===== src/rtl/seq_multiplier.sv =====
// seq_multiplier
//   Radix-2 shift-add multiplier. It produces the full 2*SIZE-bit product of two
//   SIZE-bit operands in exactly SIZE cycles, whatever the operand values.
//   Its result stream feeds the divider's dividend input in the ElGamal
//   modular-multiply path.
//
// Ports
//   clk              system clock
//   rst              asynchronous, active-low reset
//   input_a_tdata    multiplicand            (SIZE bits)
//   input_a_tvalid   multiplicand valid
//   input_a_tready   multiplicand accepted this cycle
//   input_b_tdata    multiplier              (SIZE bits)
//   input_b_tvalid   multiplier valid
//   input_b_tready   multiplier accepted this cycle
//   output_tdata     registered product a*b  (2*SIZE bits)
//   output_tvalid    product valid
//   output_tready    downstream accepts the product
module seq_multiplier #(
  parameter int SIZE = 64
) (
  input  logic                clk,
  input  logic                rst,
  input  logic [SIZE-1:0]     input_a_tdata,
  input  logic                input_a_tvalid,
  output logic                input_a_tready,
  input  logic [SIZE-1:0]     input_b_tdata,
  input  logic                input_b_tvalid,
  output logic                input_b_tready,
  output logic [2*SIZE-1:0]   output_tdata,
  output logic                output_tvalid,
  input  logic                output_tready
);

  localparam int CNT_W = $clog2(SIZE + 1);
  localparam logic [CNT_W-1:0] LAST_ITER = CNT_W'(SIZE - 1);

  typedef enum logic [1:0] {
    IDLE = 2'd0,
    MUL  = 2'd1,
    DONE = 2'd2
  } state_t;

  state_t              state;
  logic [2*SIZE-1:0]   a_reg;
  logic [2*SIZE-1:0]   acc;
  logic [2*SIZE-1:0]   acc_next;
  logic [SIZE-1:0]     b_reg;
  logic [CNT_W-1:0]    count;
  logic                accept;

  // Conditionally add the shifted multiplicand. The full product always fits
  // in 2*SIZE bits, so the sum cannot carry out.
  function automatic logic [2*SIZE-1:0] add_partial(
    input logic [2*SIZE-1:0] sum,
    input logic [2*SIZE-1:0] addend,
    input logic              sel
  );
    return sel ? (sum + addend) : sum;
  endfunction

  // Joint handshake. Both operands are taken on the same edge or neither is.
  // The rst term forces both readys low while reset is asserted.
  assign accept         = rst && (state == IDLE) && input_a_tvalid && input_b_tvalid;
  assign input_a_tready = accept;
  assign input_b_tready = accept;

  assign acc_next = add_partial(acc, a_reg, b_reg[0]);

  always_ff @(posedge clk or negedge rst) begin
    if (!rst) begin
      state         <= IDLE;
      a_reg         <= '0;
      b_reg         <= '0;
      acc           <= '0;
      count         <= '0;
      output_tdata  <= '0;
      output_tvalid <= 1'b0;
    end else begin
      case (state)
        IDLE: begin
          if (accept) begin
            a_reg <= {{SIZE{1'b0}}, input_a_tdata};
            b_reg <= input_b_tdata;
            acc   <= '0;
            count <= '0;
            state <= MUL;
          end
        end
        // One multiplier bit per cycle. There is no early exit, so latency
        // does not depend on the data.
        MUL: begin
          acc   <= acc_next;
          a_reg <= a_reg << 1;
          b_reg <= b_reg >> 1;
          count <= count + 1'b1;
          if (count == LAST_ITER) begin
            output_tdata  <= acc_next;
            output_tvalid <= 1'b1;
            state         <= DONE;
          end
        end
        // Hold the result until the downstream stage takes it. output_tdata
        // keeps its last value after the handshake.
        DONE: begin
          if (output_tready) begin
            output_tvalid <= 1'b0;
            state         <= IDLE;
          end
        end
        default: state <= IDLE;
      endcase
    end
  end

endmodule


===== config.mk =====
export PLATFORM = sky130hd
export DESIGN_NAME = seq_multiplier
export DESIGN_NICKNAME = d
export VERILOG_FILES = /design/src/rtl/seq_multiplier.sv
export SDC_FILE = /design/constraint.sdc
export NUM_CORES = 1
export LEC_CHECK = 0
export ABC_CLOCK_PERIOD_IN_PS = 4500
export CORE_UTILIZATION = 59
export DETAILED_ROUTE_END_ITERATION = 6
export GPL_TIMING_DRIVEN = 0
export PLACE_DENSITY_LB_ADDON = 0.1
export SLEW_MARGIN = 25
export SYNTH_ARGS = -nofsm -noshare
export SYNTH_HDL_FRONTEND = slang
export SYNTH_SLANG_ARGS = --single-unit

===== constraint.sdc =====
create_clock -name clk -period 4.5 [get_ports clk]
set_input_delay 0.9 -clock clk [delete_from_list [all_inputs] [get_ports clk]]
set_output_delay 0.9 -clock clk [all_outputs]
set_load 0.005 [all_outputs]

==> impl_results.md <==
- Syn. warnings: 0
- Unrepaired setup endpoints after global routing: no
- Total gr overflow: 0
- Final core utilization: 71.4%
- CTS Buf Count: 47
- Syn Nets: 3541
- Yosys top cell by area: dfrtp_1
- CTS max path bufs: 3
- Router iterations before antenna repair: 6
- WHS: 0.200 ns
- Number of synthesized register bits: approximately 460
- HPWL reported at the end of detailed placement: around 80 mm
- Starting DRT DRC Count: roughly 3500
- Clock transition at the registers of the reported paths: 0.07 ns
- CP Launch Type: flop
- Post-synth top cells: nand2_1, dfrtp_1, nor2_1, o21ai_0, a21oi_1
- # IOs: 264
- Max VDD drop: roughly 570 uV
- Maxcap violations: 0
- Syn-to-layout area delta: 18.8%
- Area occupied by multi-input gates: approximately 0.015 sq mm
- Most used cell, CP: a21oi_1
- Die height: 217 microns
- Arrival @ worst endpoint: 5.03 ns
- GRT Util Overall: 44.4%
- Core Box Area: 0.0456 sq mm
- WL/cell: 24.9 microns
- Full die area: 0.0473 sq mm
- Filler cells: 3249
- Top cell type's share of synthesized area: between 40% and 50%
- TritonCTS clock tree: done
- Slowest CP cell: a211oi_1
- Cell Chain, Critical Path: ha_1, clkbuf_2, a21oi_1, o21ai_0, a21oi_1, nand2_1, a211oi_1, o21ai_1, a21oi_1, o31a_1, o21ai_0, xnor2_1, o211ai_1, o21a_1
- Fraction of registers with async set or reset after synthesis: 100%
- CP Max Fanout: 7
- Via count: 28100
- Total wire length: 106 mm
- Antenna violations before repair: 3
- Num Clock Sinks: around 460
- Final setup TNS: -0.0168 ns
- Vias in the first global route: ~27000
- Post-Synthesis Cells: 3279
- Failing checks: setup timing
- Slew Limit Headroom: 20.2%
- Netlist Area Pre-Place: 0.0274 sq mm
- Critical path capture point type: flop
- CP peak stage delay: 0.64 ns
- CTS H-tree depth: 2
- Worst min-delay path class: in2async
- Routability Congestion: 1.05
- Outcome: finished with violations
- Worst EP required: around 5 ns
- Ranking of synthesized cells by area: dfrtp_1, nand2_1, o21ai_0, ha_1, nor2_1
- Post-synth EDFFs: 0
- Endpoints failing setup: 1
- Synth Flop Type: dfrtp_1
- # DRC: 0
- Pleak: 0.0142 uW
- Highest clock rate: 0.221 GHz
- Initial core utilization: 60.1%
- Final-report hold violation count: 0
- Most numerous cell in the Yosys netlist: nand2_1
- Pwr/cell area: approximately 900 mW/mm^2
- Sequential share of the synthesized area: 41.9%
- Port bufs: between 200 and 300
- Chip width: 217 microns
- Hold buffers post-CTS: 0
- Root Buffer: clkbuf_16
- Fin. max-slew vios: 0
- Slew @ Worst Pin: 1.20 ns
- Layout cells sized above 1: 4.98%
- First-pass GRT wire length: around 160 mm
- Post-synthesis cell type count: 84
- Setup CP Type: reg2reg
- Tcrit/Tclk final: 100%
- Nets: between 3000 and 4000
- Core Rows: 78
- Clock latency at the later pin of the worst-skew pair: 0.63 ns
- Clock Skew: just under 0.03 ns
- Period minus WS final: ~4.5 ns
- Syn_area_per_cell: 8.35 sq um
- Worst setup margin: -0.0168 ns
- Post-route ant nets: 0
- FF/Latch Area: 0.0115 sq mm
- Routed vias/inst: ~6.6
- Largest net degree at the start of global routing: 97
[logic make-up after synthesis]
group                      after synthesis  share of synthesized area (%)
xor gates and xnor gates               125                           4.00
and+or+nand+nor                       1196                           18.9
muxes                                   75                           2.75
buffers and inverters                  272                           3.94
adders and majority gates              129                           5.92
AOI/OAI and AO/OA                     1024                           22.7
DFF                                    458                           41.9
[repair_timing]
item | in CTS | in global routing
resized for setup | 5 | 3
pin swaps | 0 | 1
buffers inserted | 0 | 5
endpoints found under the hold margin | 0 | 0
setup endpoints to repair | 5 | 8
[stage by stage]
step                      power [uW]  instance area [sq um]  cells  worst slack, ns
after floorplan                18500                  27400   3279             1.37
after global placement         23100                  30800   4142           -16.71
after detailed placement       23800                  30900   4147           -0.813
after CTS                      28000                  32500   4232           0.0120
after global routing           30300                  32500   4237           0.0547
final                          28700                  32500   4241          -0.0168
[routing by layer]
layer / vias to the layer above / share of wire [%] / wire length, microns / track usage [%]
met1: 13700 / 40 / 42000 / 58.9
met3: 365 / 11 / 11400 / 11.3
met2: 1817 / 45 / 47200 / 68.4
met5: - / 0.025 / 26 / 0
li1: 12300 / - / - / -
met4: 4 / 4.7 / 4920 / 20.5
[where the power goes]
group | switching [uW] | internal (uW) | total (uW)
clock | 1800 | 2250 | 4050
sequential | 1420 | 5660 | 7080
combinational | 11600 | 6000 | 17600
total | 14800 | 13900 | 28700
[worst paths after layout]
check	cells past startpoint	start	slack, ns	endpoint
setup / recovery	14	a_reg[43]$_DFFE_PN0P_	-0.02	output_tdata[102]$_DFFE_PN0P_
hold / removal	1	rst	0.20	a_reg[56]$_DFFE_PN0P_
setup reg to reg	14	a_reg[43]$_DFFE_PN0P_	-0.02	output_tdata[102]$_DFFE_PN0P_
hold reg to reg	2	output_tdata[47]$_DFFE_PN0P_	0.49	output_tdata[47]$_DFFE_PN0P_
max in group asynchronous	3	rst	2.99	b_reg[33]$_DFFE_PN0P_
min in group clk	2	output_tdata[47]$_DFFE_PN0P_	0.49	output_tdata[47]$_DFFE_PN0P_
[critical path, delay by kind of cell, from the launching register on]
family | cells | cell delay, ns
xor+xnor | 1 | 0.25
simple gates | 1 | 0.10
buf+inv | 1 | 0.16
compound gates | 10 | 3.19
fa+ha+maj | 1 | 0.29
flops | 1 | 0.40
[cell type report]
| class | instances | share of cell area, % |
|---|---|---|
| diodes | 4 | 0.0308 |
| plain buffers | 229 | 2.87 |
| clock buffers | 70 | 4.13 |
| clock inverters | 16 | 0.619 |
| well taps | 600 | 2.31 |
| flip-flops and latches | 458 | 35.2 |
| inverters | 42 | 0.496 |
| repair buffers | 273 | 8.65 |
| multi-input cells | 2549 | 45.7 |
[cell usage in the layout, fill, tap and decap left out, types with 9 or more instances in the layout]
cell             instances
inv_1                   41
nor4_1                   9
clkbuf_16               47
clkinv_2                 9
o22ai_1                126
xor2_1                  49
a21o_1                  74
nand4_1                 76
nor2b_1                 10
ha_1                   128
nand3_1                 97
buf_2                   43
xnor2_1                 76
o21a_1                  40
clkdlybuf4s50_1        262
a21boi_0                10
clkbuf_1               174
a21oi_1                244
nand2b_1                18
o21ai_1                 23
nand2_1                474
dfrtp_1                458
a22o_1                  17
nor3_1                  26
mux2i_1                 73
o21bai_1                36
nor2_1                 411
and3_1                  28
o31ai_1                  9
a31oi_1                 13
o211ai_1                23
buf_1                   17
o21ai_0                328
or3_1                   11
(Power assumes the default switching activity.)
